--- config.mk ---
export PLATFORM = sky130hd
export DESIGN_NAME = param_bram_loader
export DESIGN_NICKNAME = d
export VERILOG_FILES = /design/src/rtl/param_bram_loader_pkg.sv /design/src/rtl/param_bram_loader.sv
export SDC_FILE = /design/constraint.sdc
export NUM_CORES = 1
export LEC_CHECK = 0
export CAP_MARGIN = 20
export CORE_MARGIN = 1
export CORE_UTILIZATION = 50
export CTS_CLUSTER_SIZE = 24
export DETAILED_ROUTE_END_ITERATION = 10
export GPL_TIMING_DRIVEN = 1
export PLACE_DENSITY_LB_ADDON = 0.1
export SLEW_MARGIN = 20
export SYNTH_ARGS = -nofsm -noshare
export SYNTH_HDL_FRONTEND = slang
export SYNTH_SLANG_ARGS = --single-unit
--- constraint.sdc ---
create_clock -name Clk -period 2.3 [get_ports Clk]
set_input_delay 0.69 -clock Clk [delete_from_list [all_inputs] [get_ports Clk]]
set_output_delay 0.69 -clock Clk [all_outputs]
set_load 0.005 [all_outputs]
--- src/rtl/param_bram_loader_pkg.sv ---
// param_bram_loader_pkg: parameter BRAM memory map, region decode and loader state encoding.
// Shared with the reader side so both decode identical region boundaries.
package param_bram_loader_pkg;

    localparam logic [9:0] WEIGHT_1 = 10'h000;
    localparam logic [9:0] BIAS_1   = 10'h310;
    localparam logic [9:0] WEIGHT_2 = 10'h311;
    localparam logic [9:0] BIAS_2   = 10'h325;
    localparam logic [9:0] WEIGHT_3 = 10'h326;
    localparam logic [9:0] BIAS_3   = 10'h33A;
    localparam logic [9:0] LAST_ADDR = BIAS_3;
    localparam int WORD_COUNT = 827;

    typedef enum logic [2:0] {W1, B1, W2, B2, W3, B3} region_t;

    typedef enum logic [2:0] {
        IDLE, RECV_HI, RECV_LO, WRITE, DONE
`ifdef PARAM_LOAD_CHECKSUM_EN
        , RECV_CK_HI, RECV_CK_LO
`endif
    } load_state_t;

    function automatic region_t region_of(input logic [9:0] addr);
        return addr < BIAS_1  ? W1 :
               addr == BIAS_1 ? B1 :
               addr < BIAS_2  ? W2 :
               addr == BIAS_2 ? B2 :
               addr < BIAS_3  ? W3 : B3;
    endfunction

endpackage

--- src/rtl/param_bram_loader.sv ---
// param_bram_loader: packs a host byte stream into 16-bit words and writes the parameter BRAM 0..LAST_ADDR.
// Define PARAM_LOAD_CHECKSUM_EN to accept a trailing checksum word and report cksum_err.
module param_bram_loader #(
    parameter int DATA_W = 16,
    parameter int ADDR_W = 10,
    parameter logic [ADDR_W-1:0] LAST_ADDR = param_bram_loader_pkg::LAST_ADDR
) (
    input  logic              Clk,
    input  logic              Reset_n,
    input  logic              start,
    input  logic [7:0]        s_data,
    input  logic              s_valid,
    output logic              s_ready,
    output logic [ADDR_W-1:0] bram_addr,
    output logic [DATA_W-1:0] bram_wdata,
    output logic              bram_we,
    output logic [2:0]        region,
`ifdef PARAM_LOAD_CHECKSUM_EN
    output logic              cksum_err,
`endif
    output logic              busy,
    output logic              done
);
    import param_bram_loader_pkg::*;

    load_state_t state;
    logic [7:0]  hi;
`ifdef PARAM_LOAD_CHECKSUM_EN
    logic [15:0] sum;
`endif

    assign region = region_of(bram_addr);

    // s_ready and bram_we are registered and track the RECV_* / WRITE states exactly
    always_ff @(posedge Clk or negedge Reset_n) begin
        if (!Reset_n) begin
            state      <= IDLE;
            hi         <= '0;
            s_ready    <= 1'b0;
            bram_addr  <= '0;
            bram_wdata <= '0;
            bram_we    <= 1'b0;
            busy       <= 1'b0;
            done       <= 1'b0;
`ifdef PARAM_LOAD_CHECKSUM_EN
            sum        <= '0;
            cksum_err  <= 1'b0;
`endif
        end else begin
            bram_we <= 1'b0;
            case (state)
                IDLE, DONE: if (start) begin
                    bram_addr <= '0;
                    busy      <= 1'b1;
                    done      <= 1'b0;
                    s_ready   <= 1'b1;
                    state     <= RECV_HI;
`ifdef PARAM_LOAD_CHECKSUM_EN
                    sum       <= '0;
                    cksum_err <= 1'b0;
`endif
                end
                RECV_HI: if (s_valid && s_ready) begin
                    hi    <= s_data;
                    state <= RECV_LO;
                end
                RECV_LO: if (s_valid && s_ready) begin
                    bram_wdata <= {hi, s_data};
                    bram_we    <= 1'b1;
                    s_ready    <= 1'b0;
                    state      <= WRITE;
`ifdef PARAM_LOAD_CHECKSUM_EN
                    sum        <= sum + {hi, s_data};
`endif
                end
                WRITE: if (bram_addr == LAST_ADDR) begin
`ifdef PARAM_LOAD_CHECKSUM_EN
                    s_ready <= 1'b1;
                    state   <= RECV_CK_HI;
`else
                    busy    <= 1'b0;
                    done    <= 1'b1;
                    state   <= DONE;
`endif
                end else begin
                    bram_addr <= bram_addr + ADDR_W'(1);
                    s_ready   <= 1'b1;
                    state     <= RECV_HI;
                end
`ifdef PARAM_LOAD_CHECKSUM_EN
                RECV_CK_HI: if (s_valid && s_ready) begin
                    hi    <= s_data;
                    state <= RECV_CK_LO;
                end
                RECV_CK_LO: if (s_valid && s_ready) begin
                    cksum_err <= sum != {hi, s_data};
                    s_ready   <= 1'b0;
                    busy      <= 1'b0;
                    done      <= 1'b1;
                    state     <= DONE;
                end
`endif
                default: state <= IDLE;
            endcase
        end
    end

endmodule

* After elaboration in Yosys (flattened, before gate mapping)
Index checks and enable logic that the tools add are counted.
Operators by class: add/sub/neg operators 1, reductions and logical operators 11, equality and inequality tests 12, order comparisons 3, multiplexer cells 24
Operator list (number):
- $eq 10x10->1 const B | 3
- $lt 10x10->1 const B | 3
- $mux 3 | 8
- $mux 10 | 2
- $pmux 10 s2 | 1
- $pmux 3 s4 | 1
- $add 10x1->10 const B | 1
- $ne 2x2->1 const B | 5
- $mux 1 | 9
- $reduce_and 3->1 | 3
- $eq 3x2->1 const B | 2
- $pmux 1 s2 | 2
- $reduce_and 2->1 | 2
- $reduce_and 4->1 | 1
- $eq 3x1->1 const B | 1
- $eq 3x3->1 const B | 1
- $logic_not 3->1 | 1
- $pmux 1 s3 | 1
- $reduce_bool 3->1 | 1
- $reduce_bool 2->1 | 1
- $reduce_or 2->1 | 1
- $logic_and 1x1->1 | 1
Word-level totals: flip-flop bits (word level) 41, bits of input ports 12, word-level logic and storage cells 59, output and inout port bits 33

* Longest topological paths before layout
Gate-level depths: netlist of run 1.
word-level depth 6, depth in mapped cells 5, gate-level depth less buffers 5

* Worst setup path before layout of run 1
Ideal clock, no wire load.
path type register to output, start register bram_addr[0], end output port region[2], slack 0.140 ns, required time 1.610 ns, stages on the path, launching flop included 6, path buffers 0, data arrival time 1.470 ns, cell sequence dfrtp_1 inv_1 ha_1 or3b_2 a21boi_0 o31a_1
On the way: cells in the longest elaborated chain, start to end 5, elaborated cells between the ends (all ways) 8, classes of those cells 2 x order compare; 2 x eq/ne; 4 x mux
RTL lines:
- start, declared | RTL line param_bram_loader.sv:14 | output logic [ADDR_W-1:0] bram_addr,
- start signal, assigned | RTL line param_bram_loader.sv:86 | bram_addr <= bram_addr + ADDR_W'(1);
- branches (longest 4 deep; another with $lt 10x10->1)
- $mux 3 (*) | RTL line param_bram_loader_pkg.sv:24 | return addr < BIAS_1 ? W1 :
- end, declared | RTL line param_bram_loader.sv:17 | output logic [2:0] region,
Mark *: on every way between the ends.

* Worst setup path after layout of run 1
Same ends and word-level chain as after synthesis.

==> flow_summary.ini, run 1 <==
[critical_path]
required_ns = 1.61
startpoint_type = flip-flop
worst-setup-path-type = reg2out
r2r_setup_slack_ns = 0.55
crit_arrival_ns = 1.77
end_kind = output pin
cp-startpoint = bram_addr[0]
timing.rr.end = bram_addr[1]
worst-path-max-fanout = 3
reg2regPathDepth = 5
reg2reg_from = bram_addr[0]

[global_routing]
grt_pass1_vias = 1494
grt_overflow = 0
grt_max_degree = 42
grt_first_pass_wirelength_mm = 7.24
grt_use_total = 0.223
antenna_found_initial = 0

[floorplan]
core_area_um2 = 3770
rows = 22
dieArea_um2 = 4300
chipHeight_um = 65.6
start_util = 0.536
ioPinCount = 45
die_w_um = 65.6

[drt]
drtAntennaViolNets = 0
drc = 0
routed_wl_mm = 4.38
viasPerCell = 5.75
drt_iter0_drc = 122
vias = 1547
firstDrtPassIters = 4
avgRoutedWirePerCell_um = 16.3

[place]
io_buffers = 44
dp_hpwl_mm = 2.98
globalplace.congestion = 0.873
pre_cts_ws_ns = -0.335
dp_cells = 259

[pwr]
p_comb_frac = 0.412
switching_power_w = 0.000860
p_int_w = 0.00193
p_seq_frac = 0.422
power_w = 0.00279
swShare = 0.308
power.leakage_nw = 1.17
vdd_drop_max_mv = 0.621
p_clk_frac = 0.166
powerDensity_nw_per_um2 = 1010

[sta]
hold_violations = 0
period_share = 1.07
layout_setup_ws_ns = -0.161
relSlewSlack = 0.730
rsz0062_at_grt = true
worst_slew_pin_slew_ns = 0.405
setup_viol = 3
finalClockSkew_ns = 0.00713
fin_crit_ns = 2.46
slew_viol_final = 0
setup_tns_ns = -0.249
fmaxAchievable_ghz = 0.406

[yosys]
syn-mean-instance-area_um2 = 12.5
synth_cell_types = 50
synth_warnings = 0
synth_nets = 178
syn_inst = 162
syn_area_um2 = 2020
ys_ff_latch = 41
yosysSeqAreaShare = 0.507

[clock_network]
root_buffer = clkbuf_8
clkSlewWorstSetupHoldPaths_ns = 0.08
clockBufferDepth = 2
holdBufCountCts = 0
cts_tree = built
cts.sinks = 41
htreeDepth = 2
cts_inserted_buffers = 5
clk_latency_ns = 0.29

[finish]
post-route-util = 0.730
syn2layout_area_growth_pct = 36.1
drive_gt1_frac = 0.326
antenna_cells = 0
finalNetCount = 236
n_fill_cell = 251
multiInputGateArea_um2 = 988
instances_no_fill = 269
seq_area_um2 = 1030

[status]
status = finished, violations left
violations = negative setup slack

[job]
cap_viol_max_count = 0

[worst_hold_path]
hold_class = in2async
power by group through the flow:
stage	registers (W)	logic, W	clock network [W]
floorplan	0.00114	0.000576	0
global placement	0.00116	0.00107	0
detailed placement	0.00119	0.00109	0
CTS	0.00118	0.00112	0.000469
global route	0.00121	0.00124	0.000496
finish	0.00118	0.00115	0.000461
stage by stage:
stage	hold slack, ns	cell area (µm²)
after floorplan	0.394	2020
after global placement	0.484	2600
after detailed placement	0.494	2600
after CTS	0.367	2710
after global routing	0.383	2750
final	0.363	2750
cell type report:
cell class                      count  area share
Inverter                            3     0.00409
Multi-Input combinational cell    107       0.359
Timing Repair Buffer               62       0.211
Clock buffer                        6      0.0264
Sequential cell                    41       0.373
Tap cell                           48      0.0218
Clock inverter                      2     0.00545
kinds of logic after synthesis:
| family | after synthesis | synth area share |
|---|---|---|
| adders and majority gates | 4 | 0.0247 |
| AOI/OAI and AO/OA | 30 | 0.111 |
| buffers and inverters | 14 | 0.0353 |
| and+or+nand+nor | 45 | 0.168 |
| DFF | 41 | 0.507 |
| muxes | 28 | 0.154 |
synthesized netlist by cell type, drive strengths merged:
master / number / area [µm²]
a22o: 1 / 8.76
a31oi: 2 / 12.5
and2b: 1 / 7.51
o21bai: 1 / 7.51
a2bb2oi: 1 / 8.76
o211a: 1 / 10.0
dfrtp: 41 / 1030
o31a: 1 / 8.76
nand3b: 1 / 20.0
nand2: 6 / 25.0
a21boi: 3 / 22.5
nor3b: 1 / 7.51
a22oi: 1 / 7.51
mux2: 25 / 282
or4: 2 / 15.0
inv: 3 / 11.3
or3b: 3 / 28.8
o311ai: 1 / 8.76
a211o: 1 / 8.76
and2: 1 / 6.26
o2bb2ai: 1 / 8.76
and3b: 1 / 8.76
nand3: 7 / 35.0
o21ai: 2 / 10.0
nor2b: 4 / 25.0
nand2b: 2 / 12.5
nor4: 2 / 12.5
buf: 8 / 48.8
nand4bb: 1 / 11.3
a21oi: 3 / 15.0
nand4: 3 / 18.8
mux2i: 3 / 30.0
nand4b: 2 / 17.5
ha: 4 / 50.1
clkbuf: 3 / 11.3
nor3: 4 / 42.5
nor4b: 3 / 41.3
a21o: 2 / 15.0
nor2: 1 / 3.75
o31ai: 6 / 50.1
o211ai: 3 / 22.5
sequential cells by signal, indices dropped and copies added, names as in the netlist:
name	count
done	1
busy	1
s_ready	1
state	3
hi	8
bram_we	1
bram_addr	10
bram_wdata	16
worst max-delay path, stage by stage (launching register included):
cell and delay, ns:
dfrtp_1 0.41, inv_2 0.07, ha_4 0.16, or3b_4 0.42, a21boi_2 0.17, o31a_1 0.15, buf_2 0.12
placed cells by master, fill, tap and decap left out, types with 3 or more instances in the layout:
| master | netlist | layout |
|---|---|---|
| clkbuf_8 | 0 | 5 |
| buf_4 | 1 | 16 |
| clkdlybuf4s50_1 | 0 | 40 |
| o31ai_1 | 5 | 5 |
| nand3_1 | 7 | 7 |
| o211ai_1 | 3 | 3 |
| dfrtp_1 | 41 | 41 |
| buf_2 | 6 | 4 |
| a21oi_1 | 3 | 3 |
| mux2_2 | 25 | 25 |
| mux2i_1 | 3 | 3 |
| nand4_1 | 3 | 3 |
| nand2_1 | 5 | 5 |
| nor2b_1 | 4 | 4 |
routing by layer:
metal	up-vias	GRT usage	wire [µm]
met2	50	0.366	2280
met1	766	0.298	1820
met5	-	0	0
met3	7	0.0399	217
met4	0	0.0734	62
li1	724	-	-
how the worst max path moves through the flow:
stage / cells after the start / slack [ns] / to
2_1_floorplan: 5 / 0.14 / region[2]
3_3_place_gp: 6 / -0.24 / region[2]
3_5_place_dp: 6 / -0.34 / region[2]
4_1_cts: 5 / -0.08 / region[1]
5_1_grt: 6 / -0.20 / region[2]
6_report: 6 / -0.16 / region[2]
timing repair:
item,in CTS,in global routing
endpoints found under the setup margin,3,3
setup buffers,0,2
pin swaps,6,6
resized for setup,22,5
endpoints found under the hold margin,0,0
Note: power is estimated with default switching activity, not from simulation.
==> run 2: changes to the inputs <==
==> constraint.sdc (replaced) <==
create_clock -name Clk -period 2.3 [get_ports Clk]
set_input_delay 0.46 -clock Clk [delete_from_list [all_inputs] [get_ports Clk]]
set_output_delay 0.46 -clock Clk [all_outputs]
set_load 0.005 [all_outputs]
==> flow_summary.ini, run 2 (same netlist as run 1, synthesis figures left out) <==
[status]
status = complete, no violations

[critical_path]
worst-path-max-fanout = 3
worst-setup-path-type = reg2out
end_kind = output pin
path_cells = inv_2 -> buf_4 -> ha_1 -> a211o_1 -> o2bb2ai_1 -> dlygate4sd2_1
crit_family = buffers and inverters
slowest_stage = dfrtp_1
critPathBufInv = 3
crit_arrival_ns = 1.78
required_ns = 1.84
startpoint_type = flip-flop
crit_path_max_incr_delay_ns = 0.39

[clock_network]
clkSlewWorstSetupHoldPaths_ns = 0.08
cts_tree = built
clockBufferDepth = 2
cts.sinks = 41
htreeDepth = 2
root_buffer = clkbuf_8
clk_latency_ns = 0.29
cts_inserted_buffers = 5
holdBufCountCts = 0

[worst_hold_path]
hold_class = in2async

[place]
dp_cells = 255
io_buffers = 44
dp_hpwl_mm = 3.04
pre_cts_ws_ns = -0.0495
globalplace.congestion = 0.867

[floorplan]
start_util = 0.536
chipHeight_um = 65.6
dieArea_um2 = 4300
die_w_um = 65.6
ioPinCount = 45
rows = 22
core_area_um2 = 3770

[sta]
period_share = 0.974
fmaxAchievable_ghz = 0.447
relSlewSlack = 0.400
rsz0062_at_grt = false
hold_violations = 0
finalClockSkew_ns = 0.00598
hold_slack_ns = 0.284
setup_viol = 0
layout_setup_ws_ns = 0.0608
worst_slew_pin_slew_ns = 0.901
fin_crit_ns = 2.24
slew_viol_final = 0

[global_routing]
grt_pass1_vias = 1556
grt_max_degree = 42
grt_overflow = 0
grt_first_pass_wirelength_mm = 7.49
antenna_found_initial = 0
grt_use_total = 0.234

[finish]
post-route-util = 0.715
finalNetCount = 231
max_flop_register = bram_wdata
syn2layout_area_growth_pct = 33.3
n_fill_cell = 264
drive_gt1_frac = 0.282
final_common_cell = dfrtp_1
antenna_cells = 0
final_cell_mix = dfrtp_1, clkdlybuf4s50_1, mux2_2
top_regs = bram_wdata: 16 flops, bram_addr: 10 flops, hi: 8 flops
largest_reg_flops = 16
instances_no_fill = 264

[job]
cap_viol_max_count = 0

[drt]
drt_iter0_drc = 141
routed_wl_mm = 4.45
avgRoutedWirePerCell_um = 16.9
drc = 0
vias = 1560
firstDrtPassIters = 4
viasPerCell = 5.91
drtAntennaViolNets = 0

[pwr]
vdd_drop_max_mv = 0.669
power.leakage_nw = 1.16
swShare = 0.298
switching_power_w = 0.000848
powerDensity_nw_per_um2 = 1060
p_comb_frac = 0.385
p_int_w = 0.00200
p_seq_frac = 0.412
power_w = 0.00285
p_clk_frac = 0.203
## run 2: what timing repair did
item                                    in CTS  in global routing
setup buffers                                1                  0
endpoints found under the setup margin       3                  3
gates resized for setup                      7                  8
pin swaps                                    2                  3
## run 2: metrics by stage
step	TNS [ns]	area, µm²
after floorplan	0	2020
after global placement	-0.0109	2560
after detailed placement	-0.0495	2560
after CTS	0	2690
after global routing	0	2700
final	0	2700
## run 2: worst paths after layout
path	start	end	slack, ns	cells past startpoint
setup / recovery	bram_addr[0]	region[0]	0.06	6
hold / removal	Reset_n	s_ready	0.28	1
setup reg to reg	bram_addr[0]	bram_addr[1]	0.58	5
hold reg to reg	hi[2]	hi[2]	0.51	1
max in group asynchronous	Reset_n	done	1.45	1
min in group Clk	hi[2]	hi[2]	0.51	1
## run 2: cell type report
| type | count | area (µm²) | share of cell area |
|---|---|---|---|
| clock buffers | 6 | 72.6 | 0.0269 |
| clock inverters | 2 | 38.8 | 0.0144 |
| inverters | 3 | 11.3 | 0.00417 |
| multi-input cells | 107 | 955 | 0.354 |
| flip-flops and latches | 41 | 1030 | 0.380 |
| well taps | 48 | 60.1 | 0.0223 |
| repair buffers | 57 | 534 | 0.198 |
## run 2: power groups by stage
stage | Sequential [W] | Combinational [W] | Clock (W)
detailed placement | 0.00119 | 0.00108 | 0
global route | 0.00121 | 0.00119 | 0.000610
floorplan | 0.00114 | 0.000576 | 0
global placement | 0.00116 | 0.00105 | 0
finish | 0.00117 | 0.00110 | 0.000579
CTS | 0.00118 | 0.00110 | 0.000585
## run 2: layer usage
| metal | routed length (µm) | global-route usage |
|---|---|---|
| met2 | 2270 | 0.375 |
| met4 | 110 | 0.114 |
| met1 | 1840 | 0.290 |
| met5 | 0 | 0 |
| met3 | 229 | 0.0660 |
## run 2: worst register-to-register path, cell delays in order (launching register included)
cell and delay [ns]:
dfrtp_1 0.41, buf_4 0.14, buf_4 0.14, or3b_4 0.40
o31ai_2 0.34, mux2i_1 0.21
